$ cat src/rtl/uart_pkg.sv
// rtl/uart_pkg.sv - TAP/UART debug constants, debug-register addresses and write-router types
package uart_pkg;

  localparam int IRLENGTH = 5;

  localparam logic [IRLENGTH-1:0] ADDR_DMI     = 5'h11;
  localparam logic [IRLENGTH-1:0] ADDR_STB0_CS = 5'h12;
  localparam logic [IRLENGTH-1:0] ADDR_STB0_D  = 5'h13;
  localparam logic [IRLENGTH-1:0] ADDR_STB1_CS = 5'h14;
  localparam logic [IRLENGTH-1:0] ADDR_STB1_D  = 5'h15;

  typedef enum logic {
    IDLE = 1'b0,
    SEND = 1'b1
  } tap_wr_state_t;

  localparam int TAP_WR_NUM_CH = 5;

  // Entry k sits at bits [k*IRLENGTH +: IRLENGTH], so DMI is channel 0.
  localparam logic [TAP_WR_NUM_CH*IRLENGTH-1:0] TAP_WR_CH_ADDR =
    {ADDR_STB1_D, ADDR_STB1_CS, ADDR_STB0_D, ADDR_STB0_CS, ADDR_DMI};

endpackage

$ cat src/rtl/tap_write_watchdog.sv
// rtl/tap_write_watchdog.sv - wait-cycle counter with expire pulse on the last allowed cycle
module tap_write_watchdog #(
  parameter int TIMEOUT = 1024
) (
  input  logic clk,
  input  logic rst,
  input  logic clear,
  input  logic enable,
  output logic expire
);

  localparam int CW = (TIMEOUT > 0) ? $clog2(TIMEOUT + 1) : 1;
  localparam logic [CW-1:0] LAST    = CW'((TIMEOUT > 0) ? TIMEOUT - 1 : 0);
  localparam logic [CW-1:0] CNT_MAX = {CW{1'b1}};

  logic [CW-1:0] count;

  // Saturates so a disabled watchdog can idle in a waiting state forever without wrapping.
  always_ff @(posedge clk) begin
    if (rst || clear) begin
      count <= '0;
    end else if (enable && (count != CNT_MAX)) begin
      count <= count + 1'b1;
    end
  end

  assign expire = (TIMEOUT != 0) && enable && (count == LAST);

endmodule

$ cat src/rtl/tap_write_router.sv
// rtl/tap_write_router.sv - address-decoded write router from the UART debug front-end to debug-register targets
module tap_write_router
  import uart_pkg::*;
#(
  parameter int NUM_CH      = TAP_WR_NUM_CH,
  parameter int WRITE_WIDTH = 41,
  parameter int ADDR_WIDTH  = IRLENGTH,
  parameter logic [NUM_CH*ADDR_WIDTH-1:0] CH_ADDR = TAP_WR_CH_ADDR,
  parameter int TIMEOUT     = 1024
) (
  input  logic                   CLK_I,
  input  logic                   RST_I,
  input  logic [ADDR_WIDTH-1:0]  WRITE_ADDRESS_I,
  input  logic [WRITE_WIDTH-1:0] WRITE_DATA_I,
  input  logic                   WRITE_VALID_I,
  output logic                   WRITE_READY_O,
  output logic [NUM_CH-1:0]      CH_VALID_O,
  input  logic [NUM_CH-1:0]      CH_READY_I,
  output logic [WRITE_WIDTH-1:0] CH_DATA_O,
  input  logic                   ERR_CLEAR_I,
  output logic                   ERR_UNMAPPED_O,
  output logic                   ERR_TIMEOUT_O,
  output logic [7:0]             ERR_COUNT_O
);

  tap_wr_state_t          state, state_next;
  logic [NUM_CH-1:0]      sel, sel_next;
  logic [WRITE_WIDTH-1:0] data_q, data_next;
  logic [NUM_CH-1:0]      dec_sel;
  logic                   dec_hit;
  logic                   handshake;
  logic                   accept;
  logic                   wd_clear;
  logic                   wd_enable;
  logic                   wd_expire;
  logic                   unmapped_evt;
  logic                   timeout_evt;
  logic                   ready_raw;

  // Walk downwards so the lowest matching entry is the last to overwrite.
  always_comb begin
    dec_sel = '0;
    dec_hit = 1'b0;
    for (int k = NUM_CH - 1; k >= 0; k--) begin
      if (WRITE_ADDRESS_I == CH_ADDR[k*ADDR_WIDTH +: ADDR_WIDTH]) begin
        dec_sel = NUM_CH'(1) << k;
        dec_hit = 1'b1;
      end
    end
  end

  assign handshake     = (state == SEND) && |(sel & CH_READY_I);
  assign WRITE_READY_O = !RST_I && ready_raw;
  assign accept        = WRITE_VALID_I && WRITE_READY_O;
  assign wd_enable     = (state == SEND) && !handshake;

  tap_write_watchdog #(
    .TIMEOUT (TIMEOUT)
  ) u_watchdog (
    .clk    (CLK_I),
    .rst    (RST_I),
    .clear  (wd_clear),
    .enable (wd_enable),
    .expire (wd_expire)
  );

  always_ff @(posedge CLK_I) begin
    if (RST_I) begin
      state  <= IDLE;
      sel    <= '0;
      data_q <= '0;
    end else begin
      state  <= state_next;
      sel    <= sel_next;
      data_q <= data_next;
    end
  end

  always_comb begin
    state_next   = state;
    sel_next     = sel;
    data_next    = data_q;
    ready_raw    = 1'b1;
    wd_clear     = 1'b0;
    unmapped_evt = 1'b0;
    timeout_evt  = 1'b0;

    case (state)
      IDLE: ready_raw = 1'b1;
      SEND: begin
        ready_raw = handshake;
        if (handshake) begin
          state_next = IDLE;
          sel_next   = '0;
        end else if (wd_expire) begin
          state_next  = IDLE;
          sel_next    = '0;
          timeout_evt = 1'b1;
        end
      end
      default: begin
        state_next = IDLE;
        sel_next   = '0;
      end
    endcase

    // A fresh accept overrides the completion decision above; it can only occur when ready was high.
    if (accept) begin
      if (dec_hit) begin
        state_next = SEND;
        sel_next   = dec_sel;
        data_next  = WRITE_DATA_I;
        wd_clear   = 1'b1;
      end else begin
        state_next   = IDLE;
        sel_next     = '0;
        unmapped_evt = 1'b1;
      end
    end
  end

  assign CH_VALID_O = (state == SEND) ? sel : '0;
  assign CH_DATA_O  = data_q;

  // A new error in the same cycle as a clear survives the clear.
  always_ff @(posedge CLK_I) begin
    if (RST_I) begin
      ERR_UNMAPPED_O <= 1'b0;
      ERR_TIMEOUT_O  <= 1'b0;
      ERR_COUNT_O    <= 8'd0;
    end else if (unmapped_evt || timeout_evt) begin
      if (ERR_CLEAR_I) begin
        ERR_UNMAPPED_O <= unmapped_evt;
        ERR_TIMEOUT_O  <= timeout_evt;
        ERR_COUNT_O    <= 8'd1;
      end else begin
        ERR_UNMAPPED_O <= ERR_UNMAPPED_O | unmapped_evt;
        ERR_TIMEOUT_O  <= ERR_TIMEOUT_O | timeout_evt;
        if (ERR_COUNT_O != 8'hFF) begin
          ERR_COUNT_O <= ERR_COUNT_O + 8'd1;
        end
      end
    end else if (ERR_CLEAR_I) begin
      ERR_UNMAPPED_O <= 1'b0;
      ERR_TIMEOUT_O  <= 1'b0;
      ERR_COUNT_O    <= 8'd0;
    end
  end

endmodule

$ cat config.mk
export PLATFORM = sky130hd
export DESIGN_NAME = tap_write_router
export DESIGN_NICKNAME = d
export VERILOG_FILES = /design/src/rtl/uart_pkg.sv /design/src/rtl/tap_write_watchdog.sv /design/src/rtl/tap_write_router.sv
export SDC_FILE = /design/constraint.sdc
export NUM_CORES = 1
export LEC_CHECK = 0
export CAP_MARGIN = 30
export CELL_PAD_IN_SITES_DETAIL_PLACEMENT = 2
export CELL_PAD_IN_SITES_GLOBAL_PLACEMENT = 2
export CORE_MARGIN = 2
export CORE_UTILIZATION = 26
export DETAILED_ROUTE_END_ITERATION = 8
export GPL_ROUTABILITY_DRIVEN = 0
export PLACE_DENSITY = 0.78
export SYNTH_ARGS = -nofsm -noshare
export SYNTH_HDL_FRONTEND = slang
export SYNTH_HIERARCHICAL = 1
export SYNTH_SLANG_ARGS = --single-unit
$ cat constraint.sdc
create_clock -name CLK_I -period 3.3 [get_ports CLK_I]
set_clock_uncertainty 0.1 [all_clocks]
set_input_delay 0.99 -clock CLK_I [delete_from_list [all_inputs] [get_ports CLK_I]]
set_output_delay 0.99 -clock CLK_I [all_outputs]
set_load 0.01 [all_outputs]
==> qor.csv, run 1 <==
metric;value;unit
cp.required;2.21;ns
synth_seq_area_share;0.435;
initial_core_util;0.264;
rsz0062_at_grt;no;
min_path_cells;2;
crit_fanout;2;
port_buffers;111;
firstDrtPassIters;4;
rr_startpoint;sel[0];
synth_fp_nets;399;
num_rows;40;
dp_worst_setup_slack;-0.242;ns
yosys_warnings;6;
syn_area;3130;um^2
min_path_type;flip-flop to flip-flop;
leakagePower;1.57;nW
seq_area;1360;um^2
clk_path_buf_depth;2;
clock.fmax;0.315;GHz
busiest_layer;met2;
core;11900;um^2
die_area;12900;um^2
vdd_drop_max;250;uV
clock_latency;0.33;ns
setup_viol;0;
slew_headroom;0.450;
p_per_area;437;nW/um^2
slowest_stage;clkdlybuf4s50_1;
critPathLaunchType;input pin;
drc;0;
vias;2963;
rr_endpoint;ERR_COUNT_O[3];
antenna_cells;0;
path_class;input pin to primary output;
area_delta_synth_final;50.6;%
rrSetupSlack;0.98;ns
grt_util_met2;0.300;
synth.avg_cell_area;9.15;um^2
crit_path_start;CH_READY_I[2];
vias_per_cell;4.83;
crit_path_end_kind;primary output;
grt_max_degree;54;
cpPeakStageDelay;0.43;ns
grt_pass1_wl;17.2;mm
die_w;114;um
ios;112;
layout_setup_ws;0.129;ns
met1_usage;0.196;
hold_viol;0;
grt_overflow;0;
status;finished clean;
drive_gt1_frac;0.268;
multi_input_comb_area;1580;um^2
die_y;114;um
worst_pin_slew;0.826;ns
ff2ff_path_depth;9;
wl_per_cell;16.7;um
total_power;2.06;mW
worstSetupEndpoint;WRITE_READY_O;
wl;10.3;mm
fill_cells;1319;
numCtsBuffers;9;
dp_hpwl;7.46;mm
first_global_vias;3289;
nNetsFinal;519;
antenna_found_initial;0;
cp_cell_sequence;clkdlybuf4s50_1, a22oi_2, and4_4, nor2_1, clkbuf_2;
maxCapViolations;0;
drt_iter0_markers;103;
worstPathArrival;2.08;ns
finish.utilization;0.397;
hold_buffers;0;
cts_root_buffer;clkbuf_16;
clk_pin_slew;0.06;ns
drv_slew;0;
synth_ff_type;dfxtp_1;
htreeDepth;3;
yosysUniqueCellTypes;50;
ant_nets;0;
fin_crit_sh;0.961;
grtUsageTotal;0.168;
cts.sinks;68;
synth_edf_count;0;
cts_tree;done;
period_needed;3.17;ns
met3_usage;0.0404;
syn_inst;342;
synth-async-reset-ratio;0;
synth_seq_cells;68;
[flip-flops by register name (all words and copies together), names as in the netlist]
register	flops
CH_DATA_O	41
u_watchdog/count	11
ERR_COUNT_O	8
sel	5
ERR_TIMEOUT_O	1
ERR_UNMAPPED_O	1
state	1
[kinds of logic after synthesis]
group,Yosys count,share of synthesized area
AND/OR/NAND/NOR,160,0.270
AO/OA/AOI/OAI,87,0.220
flip-flops,68,0.435
buffers and inverters,23,0.0612
adder cells (fa/ha/maj),2,0.00800
XOR/XNOR,1,0.00280
multiplexers,1,0.00320
[cell usage in the layout, fill, tap and decap left out, drive strengths merged, types with 3 or more instances in the layout]
cell type	instances
a22o	3
buf	18
clkinv	4
a32oi	3
and2	5
a22oi	4
nand3	10
or3	5
and3	6
nand4	4
inv	3
nor3	8
clkbuf	12
a31oi	5
nor2	17
dfxtp	68
clkdlybuf4s50	109
a21oi	52
o21ai	9
nand2	90
and4	3
[per-stage QoR]
stage / setup TNS (ns) / instance area [um^2] / hold slack, ns / cells
final: 0 / 4710 / 0.362 / 614
after global routing: 0 / 4710 / 0.390 / 614
after CTS: 0 / 4710 / 0.368 / 613
after detailed placement: -3.82 / 4390 / 0.358 / 597
after global placement: -2.19 / 4390 / 0.347 / 597
after floorplan: 0 / 3130 / 0.369 / 342
[synthesized netlist by cell type, types with 8 or more instances]
master,count,area [um^2]
nor3_1,8,40.0
nor2_1,17,63.8
clkbuf_1,9,33.8
nand3_1,8,40.0
dfxtp_1,68,1360
a21oi_2,39,342
o21ai_0,9,45.0
nand2_2,39,244
nand2_1,51,191
a21oi_1,13,65.1
[critical path, delay by kind of cell]
family | cells | cell delay, ns
buffers and inverters | 2 | 0.55
and+or+nand+nor | 2 | 0.30
AOI/OAI and AO/OA | 1 | 0.24
[how the worst min path moves through the flow]
stage / start / endpoint / slack (ns)
floorplan: sel[1] / sel[1] / 0.37
global placement: CH_DATA_O[38] / CH_DATA_O[38] / 0.35
detailed placement: CH_DATA_O[38] / CH_DATA_O[38] / 0.36
CTS: CH_DATA_O[38] / CH_DATA_O[38] / 0.37
global route: CH_DATA_O[6] / CH_DATA_O[6] / 0.39
finish: CH_DATA_O[38] / CH_DATA_O[38] / 0.36
[cell type report]
class	count	area share
Clock buffer	11	0.0515
Clock inverter	5	0.0159
Sequential cell	68	0.289
Multi-Input combinational cell	251	0.334
Inverter	4	0.00425
Tap cell	147	0.0390
Timing Repair Buffer	128	0.266
[repair_timing]
| action | in CTS | in global routing |
|---|---|---|
| endpoints found under the hold margin | 0 | 0 |
| pin swaps | 3 | 1 |
| setup buffers | 0 | 1 |
| resized for setup | 2 | 1 |
| endpoints found under the setup margin | 1 | 1 |
[report_power, final]
group,internal [mW],switching (mW)
Combinational,0.101,0.0818
Clock,0.678,0.360
Sequential,0.832,0.00761
[layer usage]
| layer | up-vias | part of all wire |
|---|---|---|
| li1 | 1430 | - |
| met1 | 1450 | 0.42 |
| met2 | 72 | 0.51 |
| met3 | 11 | 0.055 |
| met4 | 0 | 0.015 |
| met5 | - | 0 |
No activity file was read; power rests on OpenSTA's default activity.
==> run 2: changes to the inputs <==
- PLACE_DENSITY: 0.78 -> 0.9
==> run 2 against run 1 <==
Against the previous run:
- power rose by 0.19%
- sequential share of layout area is 0.092 points higher
- utilization shrank 0.13 points
- register-to-register slack worse by 0.08 ns
- die area did not move
- combinational power barely moved
- largest power group unchanged
- highest routed layer unchanged
==> qor.csv, run 2 (synthesized netlist as in run 1, its figures left out) <==
metric;value;unit;change
ios;112;;unchanged
dp_worst_setup_slack;-0.256;ns;-0.0138 ns
swShare;0.219;;+0.000610
p_sw;0.451;mW;+0.47%
total_power;2.06;mW;+0.19%
min_path_type;flip-flop to flip-flop;;
rsz0062_at_grt;no;;
drt_iter0_markers;85;;-17%
period_needed;3.25;ns;+0.0785 ns
clkPwrFrac;0.505;;about the same
num_rows;40;;unchanged
cp.required;2.21;ns;about the same
layout_setup_ws;0.0509;ns;-0.0785 ns
htreeDepth;3;;unchanged
fin_crit_sh;0.985;;+0.0238
grt_max_degree;54;;unchanged
grt_overflow;0;;unchanged
cts.sinks;68;;unchanged
wl;10.9;mm;+6.4%
cts_setup_buffers;0;;unchanged
crit_path_end_kind;primary output;;
final_common_cell;clkdlybuf4s50_1;;
combPwrFrac;0.088;;about the same
p_int;1.61;mW;+0.11%
crit_fanout;2;;unchanged
setup_viol;0;;unchanged
area_delta_synth_final;50.1;%;
seqPwrFrac;0.407;;about the same
drv_slew;0;;unchanged
slew_headroom;0.451;;+0.000989
vdd_drop_max;185;uV;-26%
wl_per_cell;17.9;um;+6.9%
grtUsageTotal;0.175;;+0.00782
hold_viol;0;;unchanged
p_per_area;439;nW/um^2;+0.51%
nNetsFinal;516;;-0.58%
vias;3004;;+1.4%
clk_pin_slew;0.06;ns;about the same
largest_reg_flops;41;;unchanged
status;finished clean;;
cts_root_buffer;clkbuf_16;;
worstPathArrival;2.16;ns;+0.08 ns
antenna_found_initial;0;;unchanged
finish.utilization;0.396;;-0.00127
firstDrtPassIters;4;;unchanged
die_area;12900;um^2;unchanged
clock_latency;0.33;ns;about the same
path_class;input pin to primary output;;
die_w;114;um;unchanged
vias_per_cell;4.92;;+1.9%
drc;0;;unchanged
drive_gt1_frac;0.263;;-0.00473
grt_pass1_wl;17.8;mm;+3.8%
hold_buffers;0;;unchanged
hold_ws;0.368;ns;+0.00542 ns
first_global_vias;3439;;+4.6%
die_y;114;um;unchanged
port_buffers;111;;unchanged
numCtsBuffers;9;;unchanged
clk_path_buf_depth;2;;unchanged
leakagePower;1.55;nW;-1.1%
cts_tree;done;;
worst_pin_slew;0.824;ns;-0.00148 ns
critPathLaunchType;input pin;;
dp_hpwl;7.89;mm;+5.8%
initial_core_util;0.264;;unchanged
core;11900;um^2;unchanged
ant_nets;0;;unchanged
antenna_cells;0;;unchanged
clock.fmax;0.308;GHz;-2.4%
maxCapViolations;0;;unchanged
final_cell_mix;clkdlybuf4s50_1 (108), dfxtp_1 (68), nand2_1 (51);;
run 2: cell count changes in the layout (fill, tap and decap cells not counted), sizes merged:
| cell | delta |
|---|---|
| clkdlybuf4s15 | +1 |
| dlymetal6s2s | +1 |
| clkdlybuf4s50 | -1 |
| clkinv | -2 |
| buf | -3 |
| clkinvlp | +1 |
run 2: metal layers:
| metal | track usage | vias to the layer above | routed length [um] |
|---|---|---|---|
| met5 | 0 | - | 0 |
| met4 | 0.0626 | 0 | 231 |
| met3 | 0.0468 | 22 | 596 |
| met2 | 0.323 | 74 | 5700 |
| met1 | 0.193 | 1479 | 4400 |
| li1 | - | 1429 | - |
run 2: cell type report:
class,count,area (um^2)
Timing Repair Buffer,125,1230
Clock buffer,12,246
Clock inverter,4,72.6
Sequential cell,68,1360
Fill cell,1302,7160
Inverter,4,20.0
Multi-Input combinational cell,251,1580
Tap cell,147,184
run 2: power by group through the flow:
stage               Combinational [mW]  Sequential (mW)  Clock (mW)
floorplan                       0.0683            0.861           0
global placement                 0.176            0.857           0
detailed placement               0.183            0.859           0
CTS                              0.183            0.841        1.07
global route                     0.195            0.842        1.11
finish                           0.181            0.841        1.04
run 2: path summary, 6_finish.rpt:
check	startpoint	to	slack, ns	cells after the start
max	CH_READY_I[4]	WRITE_READY_O	0.05	5
min	CH_DATA_O[38]	CH_DATA_O[38]	0.37	2
max reg2reg	sel[0]	ERR_COUNT_O[6]	0.90	10
min reg2reg	CH_DATA_O[38]	CH_DATA_O[38]	0.37	2
run 2: metrics by stage:
| stage | cells | TNS [ns] | area, um^2 |
|---|---|---|---|
| CTS | 611 | 0 | 4690 |
| finish | 611 | 0 | 4700 |
| global placement | 595 | -1.88 | 4370 |
| floorplan | 342 | 0 | 3130 |
| detailed placement | 595 | -2.72 | 4370 |
| global route | 611 | 0 | 4700 |
run 2: critical path: stages:
cell             delay [ns]
clkdlybuf4s50_1        0.42
a22oi_2                0.21
and4_4                 0.28
nor2_1                 0.04
clkdlybuf4s15_2        0.22
run 2: timing repair:
| action | in CTS | in global routing |
|---|---|---|
| resized for setup | 3 | 3 |
| endpoints found under the setup margin | 1 | 7 |
| pin swaps | 2 | 3 |
==> run 3: changes to the inputs <==
- CORE_UTILIZATION: 26 -> 23
- CTS_CLUSTER_DIAMETER: unset -> 30
- GPL_ROUTABILITY_DRIVEN: 0 -> 1
- PLACE_DENSITY: 0.9 -> 0.88
- SYNTH_HIERARCHICAL: 1 -> unset
==> run 3 against run 2 <==
Against the previous run:
- the flow now finishes with violations (design-rule violations)
- die area decreased by 0.93%
- count of clock-buffer cells in the layout grew 2
- combinational power down 12%
- fmax is 0.51% higher
- clock power down 12%
- synthesized cell count down 2.6%
- power down 7.1%
- register-to-register slack about the same
- cell area down 7.3%
- sequential share of layout area grew 2.3 points
- highest routed layer unchanged
==> qor.csv, run 3 <==
metric;value;unit;change
crit_path_end_kind;primary output;;
clk_pin_slew;0.05;ns;about the same
wl_per_cell;16.3;um;-8.8%
syn_inst;333;;-2.6%
vias_per_cell;4.77;;-3.1%
synth_seq_area_share;0.497;;+0.0616
nNetsFinal;505;;-2.1%
path_class;input pin to primary output;;
synth.largest_area_cell;dfxtp_1;;
wl;9.71;mm;-11%
core;11500;um^2;-2.9%
syn_area;2740;um^2;-12%
drt_iter0_markers;103;;+21%
dp_worst_setup_slack;-0.170;ns;+0.0861 ns
vias;2836;;-5.6%
grt_overflow;0;;unchanged
synth_xor_area_frac;0.0288;;+0.0260
yosys_warnings;0;;-6
grtUsageTotal;0.158;;-0.0177
synthMuxAreaShare;0.0128;;+0.00958
combPwrFrac;0.083;;-0.005
leakagePower;1.47;nW;-5.1%
num_rows;39;;-2.5%
synth_ff_type;dfxtp_1;;
clock_latency;0.32;ns;about the same
synth_most_common_cell;nand2_1;;
synth_fp_nets;390;;-2.3%
p_int;1.51;mW;-6.3%
total_power;1.92;mW;-7.1%
hold_buffers;0;;unchanged
maxCapViolations;0;;unchanged
finalNonFillerCells;595;;-2.6%
firstDrtPassIters;6;;+2
grt_pass1_wl;15.9;mm;-11%
yosys-top-cells-count;nand2_1 (92), dfxtp_1 (68), a21oi_1 (48);;
critPathLaunchType;input pin;;
finish.utilization;0.378;;-0.0178
largest_reg_flops;41;;unchanged
numCtsBuffers;9;;unchanged
drive_gt1_frac;0.0774;;-0.185
yosysUniqueCellTypes;43;;-14%
antenna_cells;0;;unchanged
clk_path_buf_depth;2;;unchanged
dp_hpwl;7.21;mm;-8.6%
initial_core_util;0.238;;-0.0258
status;finished with violations;;
synth_edf_count;0;;unchanged
die_w;113;um;-0.47%
antenna_found_initial;0;;unchanged
clock.fmax;0.309;GHz;+0.51%
slew_headroom;0.386;;-0.0646
vdd_drop_max;204;uV;+11%
ys_top_cells_by_area;dfxtp_1 (50%), nand2_1 (13%), a21oi_1 (8.8%);;
violations;design-rule violations;;
synth-async-reset-ratio;0;;unchanged
htreeDepth;3;;unchanged
final_common_cell;clkdlybuf4s50_1;;
synth_top_area_share;0.497;;+0.0616
drc;4;;+4
ant_nets;0;;unchanged
rsz0062_at_grt;no;;
synth_seq_cells;68;;unchanged
placed_area;4040;um^2;-7.4%
synth_compound_area_frac;0.147;;-0.0729
period_needed;3.23;ns;-0.0166 ns
cts_tree;done;;
area_delta_synth_final;58.9;%;
setup_viol;0;;unchanged
cp.required;2.21;ns;about the same
ios;112;;unchanged
layout_setup_ws;0.0674;ns;+0.0166 ns
post-place-cells;579;;-2.7%
port_buffers;111;;unchanged
die_y;113;um;-0.47%
die_area;12800;um^2;-0.93%
worst_pin_slew;0.913;ns;+0.0893 ns
clkPwrFrac;0.478;;-0.027
min_path_type;flip-flop to flip-flop;;
synth.avg_cell_area;8.23;um^2;-10%
swShare;0.212;;-0.00641
fin_crit_sh;0.980;;-0.00502
cts.sinks;68;;unchanged
worstPathArrival;2.14;ns;-0.02 ns
seqPwrFrac;0.438;;+0.031
first_global_vias;3157;;-8.2%
p_per_area;440;nW/um^2;+0.19%
grt_max_degree;51;;-5.6%
drv_slew;0;;unchanged
synthSimpleGateAreaFrac;0.280;;+0.00989
final_area;4360;um^2;-7.3%
hold_viol;0;;unchanged
synth_fa_ha_area_frac;0.00913;;+0.00113
p_sw;0.407;mW;-9.8%
routabilityCongestion;0.751;;
crit_fanout;2;;unchanged
cts_root_buffer;clkbuf_16;;
final_cell_mix;clkdlybuf4s50_1 (109), nand2_1 (92), dfxtp_1 (68);;
synth_top_family_by_area;simple AND/OR/NAND/NOR gates;;
[run 3: power by group through the flow]
stage	combinational (mW)	sequential, mW	clock (mW)
after floorplan	0.0454	0.861	0
after global placement	0.155	0.857	0
after detailed placement	0.161	0.858	0
after CTS	0.161	0.841	0.954
after global routing	0.175	0.842	0.999
final	0.160	0.841	0.918
[run 3: metal layers]
metal,wire [um],track usage,share of wire
met2,5350,0.301,0.55
met5,0,0,0
met3,616,0.0702,0.063
met1,3660,0.156,0.38
met4,78,0.0366,0.0080
[run 3: cell type report]
cell class	count	area, um^2
sequential	68	1360
multi-input combinational	246	1330
clock inverter	1	5.00
inverter	3	11.3
clock buffer	14	284
fill	1312	7160
tap	143	179
timing repair buffer	120	1180
[run 3: worst paths after layout]
path | from | endpoint | slack [ns] | depth (start not counted)
worst min register to register | CH_DATA_O[16] | CH_DATA_O[16] | 0.36 | 2
worst max register to register | u_watchdog.count[0] | ERR_COUNT_O[5] | 0.91 | 6
worst max-delay path | CH_READY_I[2] | WRITE_READY_O | 0.07 | 5
worst min-delay path | CH_DATA_O[16] | CH_DATA_O[16] | 0.36 | 2
[run 3: through the flow]
step           hold WS [ns]  setup TNS (ns)
2_1_floorplan         0.355               0
3_3_place_gp          0.342          -0.147
3_5_place_dp          0.354          -0.170
4_1_cts               0.360               0
5_1_grt               0.379               0
6_report              0.355               0
[run 3: worst max-delay path: stages]
cell	delay (ns)
clkdlybuf4s50_1	0.41
a22oi_2	0.18
nand4_2	0.14
nor2b_4	0.15
dlygate4sd2_1	0.27
[run 3: timing repair]
item	4_1_cts	5_1_grt
endpoints found under the setup margin	1	1
resized for setup	1	4
setup buffers	0	1
pin swaps	0	3
gates cloned	0	0
[run 3: logic make-up (layout without fill, tap and decap cells)]
| kind of cell | after synthesis | after routing |
|---|---|---|
| buf+inv | 19 | 138 |
| xor+xnor | 9 | 9 |
| flops | 68 | 68 |
| compound gates | 69 | 69 |
| simple gates | 163 | 163 |
| mux | 3 | 3 |
| fa+ha+maj | 2 | 2 |
